--- config.mk ---
export PLATFORM = sky130hd
export DESIGN_NAME = fsm_arbiter_n
export DESIGN_NICKNAME = d
export VERILOG_FILES = /design/src/rtl/fsm_arb_pkg.sv /design/src/rtl/rr_pick.sv /design/src/rtl/fsm_arbiter_n.sv
export SDC_FILE = /design/constraint.sdc
export NUM_CORES = 1
export LEC_CHECK = 0
export ABC_AREA = 1
export CAP_MARGIN = 20
export CORE_MARGIN = 8
export CORE_UTILIZATION = 49
export CTS_CLUSTER_SIZE = 8
export DETAILED_ROUTE_END_ITERATION = 16
export DONT_BUFFER_PORTS = 1
export PLACE_DENSITY_LB_ADDON = 0.15
export SYNTH_ARGS = -nofsm -noshare
export SYNTH_HDL_FRONTEND = slang
export SYNTH_SLANG_ARGS = --single-unit
--- constraint.sdc ---
create_clock -name i_clk -period 2.6 [get_ports i_clk]
set_clock_uncertainty 0.15 [all_clocks]
set_input_delay 0 -clock i_clk [delete_from_list [all_inputs] [get_ports i_clk]]
set_output_delay 0 -clock i_clk [all_outputs]
set_load 0.1 [all_outputs]
--- src/rtl/fsm_arb_pkg.sv ---
`default_nettype none
// ============================================================================
// Module      : fsm_arb_pkg
// Description : Shared types and helpers for the N-agent round-robin arbiter.
//               Provides the arbiter state enum, the agent-count ceiling and
//               a one-hot to index conversion used by the picker.
// Revision    : 1.0  initial release
// ============================================================================
package fsm_arb_pkg;

  // Upper bound on the number of agents any arbiter instance may serve
  localparam int c_MAX_NUM_REQ = 16;

  typedef enum logic [0:0] {
    IDLE  = 1'b0,
    GRANT = 1'b1
  } state_t;

  // Index of the set bit in a one-hot vector; zero when no bit is set
  function automatic int onehot_to_idx(input logic [c_MAX_NUM_REQ-1:0] i_oh);
    int v_idx;
    v_idx = 0;
    for (int i = 0; i < c_MAX_NUM_REQ; i++) begin
      if (i_oh[i]) begin
        v_idx = v_idx | i;
      end
    end
    return v_idx;
  endfunction

endpackage : fsm_arb_pkg
`default_nettype wire

--- src/rtl/rr_pick.sv ---
`default_nettype none
// ============================================================================
// Module      : rr_pick
// Description : Combinational rotating-priority picker. Returns the first
//               requesting agent found searching upward from (i_ptr+1) mod
//               NUM_REQ with wrap-around, plus a flag that any request exists.
// Revision    : 1.0  initial release
// ============================================================================
module rr_pick
  import fsm_arb_pkg::*;
#(
  parameter  int NUM_REQ = 4,
  localparam int ID_W    = $clog2(NUM_REQ)
) (
  input  logic [NUM_REQ-1:0] i_req,
  input  logic [ID_W-1:0]    i_ptr,
  output logic [ID_W-1:0]    o_idx,
  output logic               o_any
);

  logic [ID_W-1:0]          w_start;
  logic [NUM_REQ-1:0]       w_rot;
  logic [c_MAX_NUM_REQ-1:0] w_rot_oh;
  logic                     w_hit;
  int                       w_offset;
  int                       w_winner;

  // Search starts one past the last owner; NUM_REQ need not be a power of two
  assign w_start = (i_ptr == ID_W'(NUM_REQ - 1)) ? '0 : i_ptr + 1'b1;

  // Rotate so bit 0 of w_rot is the highest-priority agent this cycle
  assign w_rot = NUM_REQ'({i_req, i_req} >> w_start);

  // Isolate the lowest set bit of the rotated request vector
  always_comb begin
    w_rot_oh = '0;
    w_hit    = 1'b0;
    for (int k = 0; k < NUM_REQ; k++) begin
      if (!w_hit && w_rot[k]) begin
        w_rot_oh[k] = 1'b1;
        w_hit       = 1'b1;
      end
    end
  end

  // Undo the rotation to recover the absolute agent index
  always_comb begin
    w_offset = onehot_to_idx(w_rot_oh);
    w_winner = (int'(w_start) + w_offset) % NUM_REQ;
  end

  assign o_idx = ID_W'(w_winner);
  assign o_any = w_hit;

endmodule : rr_pick
`default_nettype wire

--- src/rtl/fsm_arbiter_n.sv ---
`default_nettype none
// ============================================================================
// Module      : fsm_arbiter_n
// Description : N-agent arbiter FSM with registered one-hot grants and
//               round-robin fairness. One dead cycle separates owners.
//               Optional hold limit (macro ARB_HOLD_LIMIT_EN) forces an owner
//               to release after MAX_HOLD cycles when others are waiting and
//               pulses o_expire; without the macro o_expire is tied low.
// Revision    : 1.0  initial release
// ============================================================================
module fsm_arbiter_n
  import fsm_arb_pkg::*;
#(
  parameter  int NUM_REQ  = 4,
  parameter  int MAX_HOLD = 16,
  localparam int ID_W     = $clog2(NUM_REQ)
) (
  input  logic               i_clk,
  input  logic               i_rst,
  input  logic [NUM_REQ-1:0] i_req,
  output logic [NUM_REQ-1:0] o_gnt,
  output logic               o_gnt_valid,
  output logic [ID_W-1:0]    o_gnt_id,
  output logic               o_expire
);

  // Reject out-of-range configurations at elaboration
  if (NUM_REQ < 2 || NUM_REQ > c_MAX_NUM_REQ || MAX_HOLD < 1) begin : g_param_check
    $error("fsm_arbiter_n: NUM_REQ must be 2..16 and MAX_HOLD >= 1");
  end

  state_t             r_state;
  state_t             w_state_nxt;
  logic [NUM_REQ-1:0] r_gnt;
  logic [NUM_REQ-1:0] w_gnt_nxt;
  logic               r_gnt_valid;
  logic               w_gnt_valid_nxt;
  logic [ID_W-1:0]    r_gnt_id;
  logic [ID_W-1:0]    w_gnt_id_nxt;
  logic [ID_W-1:0]    r_ptr;
  logic [ID_W-1:0]    w_ptr_nxt;
  logic               r_expire;
  logic               w_expire_nxt;

  logic [ID_W-1:0]    w_win_idx;
  logic               w_win_any;
  logic               w_own_req;
  logic               w_others;
  logic               w_force_rel;

  rr_pick #(
    .NUM_REQ (NUM_REQ)
  ) u_rr_pick (
    .i_req (i_req),
    .i_ptr (r_ptr),
    .o_idx (w_win_idx),
    .o_any (w_win_any)
  );

  // Owner's own request and whether anyone else is waiting
  assign w_own_req = i_req[r_gnt_id];
  assign w_others  = |(i_req & ~r_gnt);

`ifdef ARB_HOLD_LIMIT_EN
  localparam int c_CNT_W = $clog2(MAX_HOLD + 1);

  logic [c_CNT_W-1:0] r_hold_cnt;

  // Counts granted cycles: 1 on a new grant, saturating at MAX_HOLD, 0 when idle
  always_ff @(posedge i_clk) begin
    if (i_rst) begin
      r_hold_cnt <= '0;
    end else if (r_state == IDLE) begin
      r_hold_cnt <= w_win_any ? c_CNT_W'(1) : '0;
    end else if (w_own_req && !w_force_rel) begin
      if (r_hold_cnt != c_CNT_W'(MAX_HOLD)) begin
        r_hold_cnt <= r_hold_cnt + 1'b1;
      end
    end else begin
      r_hold_cnt <= '0;
    end
  end

  assign w_force_rel = (r_state == GRANT) && w_own_req && w_others &&
                       (r_hold_cnt == c_CNT_W'(MAX_HOLD));
`else
  assign w_force_rel = 1'b0;
`endif

  // State register
  always_ff @(posedge i_clk) begin
    if (i_rst) begin
      r_state <= IDLE;
    end else begin
      r_state <= w_state_nxt;
    end
  end

  // Next-state: grant when anyone asks, release on owner drop or forced release
  always_comb begin
    w_state_nxt = r_state;
    case (r_state)
      IDLE:    if (w_win_any) w_state_nxt = GRANT;
      GRANT:   if (!w_own_req || w_force_rel) w_state_nxt = IDLE;
      default: w_state_nxt = IDLE;
    endcase
  end

  // Next values of the registered outputs and round-robin pointer
  always_comb begin
    w_gnt_nxt       = r_gnt;
    w_gnt_valid_nxt = r_gnt_valid;
    w_gnt_id_nxt    = r_gnt_id;
    w_ptr_nxt       = r_ptr;
    w_expire_nxt    = 1'b0;
    case (r_state)
      IDLE: begin
        if (w_win_any) begin
          w_gnt_nxt       = NUM_REQ'(1) << w_win_idx;
          w_gnt_valid_nxt = 1'b1;
          w_gnt_id_nxt    = w_win_idx;
          w_ptr_nxt       = w_win_idx;
        end else begin
          w_gnt_nxt       = '0;
          w_gnt_valid_nxt = 1'b0;
          w_gnt_id_nxt    = '0;
        end
      end
      GRANT: begin
        if (!w_own_req || w_force_rel) begin
          w_gnt_nxt       = '0;
          w_gnt_valid_nxt = 1'b0;
          w_gnt_id_nxt    = '0;
          w_expire_nxt    = w_force_rel;
        end
      end
      default: begin
        w_gnt_nxt       = '0;
        w_gnt_valid_nxt = 1'b0;
        w_gnt_id_nxt    = '0;
      end
    endcase
  end

  // Grant, pointer and expire registers; pointer resets so agent 0 wins first
  always_ff @(posedge i_clk) begin
    if (i_rst) begin
      r_gnt       <= '0;
      r_gnt_valid <= 1'b0;
      r_gnt_id    <= '0;
      r_ptr       <= ID_W'(NUM_REQ - 1);
      r_expire    <= 1'b0;
    end else begin
      r_gnt       <= w_gnt_nxt;
      r_gnt_valid <= w_gnt_valid_nxt;
      r_gnt_id    <= w_gnt_id_nxt;
      r_ptr       <= w_ptr_nxt;
      r_expire    <= w_expire_nxt;
    end
  end

  assign o_gnt       = r_gnt;
  assign o_gnt_valid = r_gnt_valid;
  assign o_gnt_id    = r_gnt_id;
  assign o_expire    = r_expire;

endmodule : fsm_arbiter_n
`default_nettype wire

==> flow_metrics.env <==
export IMPL_die_w_um=54.39
export IMPL_cts_tree="yes"
export IMPL_synth_area_um2=721.9
export IMPL_dieArea_um2=2958
export IMPL_synth_seq_area_share_pct=27.73
export IMPL_synth_seq_cells=10
export IMPL_gp_congestion=0.7894
export IMPL_final_max_slew_violation_count=0
export IMPL_routed_wl_mm=1.432
export IMPL_drv_cap=0
export IMPL_busiest_layer="met2"
export IMPL_final_cell_mix="30 x nand2_1, 13 x inv_1, 11 x nand2_2, 9 x dfxtp_1, 8 x nand3_1"
export IMPL_grt_ovfl_total=0
export IMPL_vias_per_cell=4.821
export IMPL_initial_utilization_pct=50.26
export IMPL_cpPeakStageDelay_ns=0.37
export IMPL_status="complete, no violations"
export IMPL_drcViolationCount=0
export IMPL_use_met1_pct=13.51
export IMPL_fin_tns_setup_ns=0
export IMPL_crit_arrival_ns=2.37
export IMPL_wl_per_cell_um=10.69
export IMPL_final_area_um2=838.3
export IMPL_syn_mean_instance_area_um2=6.685
export IMPL_cts_root_buf="clkbuf_4"
export IMPL_grt_pass1_wl_mm=2.497
export IMPL_core_area_um2=1436
export IMPL_synth_warnings=0
export IMPL_start_kind="register"
export IMPL_gr_usage_met2_pct=18.13
export IMPL_worstPathRequired_ns=2.65
export IMPL_worstSkewPairLatency_ns=0.26
export IMPL_die_h_um=54.39
export IMPL_grt_util_all_layers_pct=11.29
export IMPL_hp_class="in2reg"
export IMPL_first_iter_violations=20
export IMPL_numCtsBuffers=3
export IMPL_period_share_pct=89.19
export IMPL_port_buffers=0
export IMPL_rows=14
export IMPL_cpMostUsedCell="nand2_1"
export IMPL_ioPinCount=14
export IMPL_netlist_instances=108
export IMPL_crit_chain="ha_2, inv_1, nand2_4, nand2_1, nand2_1, nand2_1, nand2_2, nand2_1, nand2_1, nand2_1, inv_1, ha_1, xor2_1, inv_1, nand3_1, nand2_2, inv_2, nand3_2, a21oi_2"
export IMPL_firstDrtPassIters=4
export IMPL_fin_nets=128
export IMPL_crit_path_end_kind="register"
export IMPL_grt_max_degree=8
export IMPL_layout_commonest_cell="nand2_1"
export IMPL_cts_buffer_depth=2
export IMPL_clk_pin_slew_worst_paths_ns=0.06
export IMPL_synth_net_count=116
export IMPL_crit_type="reg2reg"
export IMPL_area_growth_pct=16.12
export IMPL_setup_viol_count_final=0
export IMPL_fin_crit_ns=2.319
export IMPL_fmaxAchievable_ghz=0.4312
export IMPL_grt_pass1_vias=617
export IMPL_htree_levels=1
export IMPL_place_area_um2=779.5
export IMPL_pre_cts_ws_ns=0.1871
export IMPL_dp_hpwl_mm=1.158
export IMPL_crit_path_max_fanout=6
export IMPL_drive_above_1_share_pct=32.20
export IMPL_fin_ws_ns=0.2810
export IMPL_diodes=0
export IMPL_cpMaxStageDelayCell="dfxtp_4"
export IMPL_cts_sinks=10
export IMPL_grt_met3_usage_pct=2.717
export IMPL_yosys_cell_types_count=21
export IMPL_antenna_found_initial=0
export IMPL_vias=646
export IMPL_ant_nets=0
export IMPL_hold_viol_final=0
export IMPL_cts_setup_buffers=0
-- logic make-up after synthesis --
logic type,Yosys count,synth area share (%)
buffers and inverters,20,11.44
flip-flops,10,27.73
adder cells (fa/ha/maj),2,3.466
AO/OA/AOI/OAI,12,10.05
XOR/XNOR,1,1.213
other,1,0.5194
AND/OR/NAND/NOR,62,45.58
-- metrics by stage --
| step | instances | hold slack (ns) | utilization (%) |
|---|---|---|---|
| 2_1_floorplan | 108 | -0.08756 | - |
| 3_3_place_gp | 129 | -0.08629 | 54.27 |
| 3_5_place_dp | 129 | -0.08378 | 54.27 |
| 4_1_cts | 134 | 0.008215 | 57.23 |
| 5_1_grt | 134 | 0.08126 | 58.36 |
| 6_report | 134 | 0.03933 | 58.36 |
-- timing repair --
action | in CTS | in global routing
endpoints found under the setup margin | 0 | 6
endpoints found under the hold margin | 10 | 0
hold buffers | 2 | 0
resized for setup | 0 | 6
-- critical path: cells and delay by family (launching register included) --
family / cells / cell delay, ns
simple gates: 11 / 0.83
flops: 1 / 0.37
buf+inv: 4 / 0.26
fa+ha+maj: 2 / 0.36
xor+xnor: 1 / 0.18
compound gates: 1 / 0.10
-- state kept, by name, summed over array words and instances (netlist names) --
register and flops:
r_ptr 2, o_gnt 4, o_gnt_valid 1, r_state 1, o_gnt_id 2
-- path summary, 6_finish.rpt --
path	depth (start not counted)	to	from	slack, ns
hold / removal	4	r_state	i_req[1]	0.04
setup reg to reg	19	o_gnt[0]	r_ptr[0]	0.28
setup / recovery	19	o_gnt[0]	r_ptr[0]	0.28
hold reg to reg	2	o_gnt[2]	o_gnt[2]	0.32
-- cell usage after synthesis (all sizes together) --
library cell	n	area, um^2
nand2	43	193.9
inv	17	63.81
nand3	13	90.09
dfxtp	10	200.2
a21oi	7	38.79
nor2	6	45.04
buf	2	15.01
ha	2	25.02
o21a	2	15.01
clkinv	1	3.750
conb	1	3.750
o211ai	1	7.510
o21ai	1	5.000
o22ai	1	6.260
xor2	1	8.760
-- final cells by class --
cell class              instances  area (um^2)
repair buffers                  9        72.57
clock buffers                   3        22.52
inverters                      18        67.56
fillers                       151        598.1
flip-flops and latches         10        203.9
multi-input cells              78        451.7
well taps                      16        20.02
-- routing by layer --
metal | vias up | part of all wire, %
met1 | 282 | 45
met5 | - | 0
li1 | 353 | -
met2 | 9 | 50
met4 | 0 | 1.7
met3 | 2 | 3.1
Power is left out: the tool's default activity adds up to more than one toggle a clock period on the data nets, which glitch-free logic cannot reach.
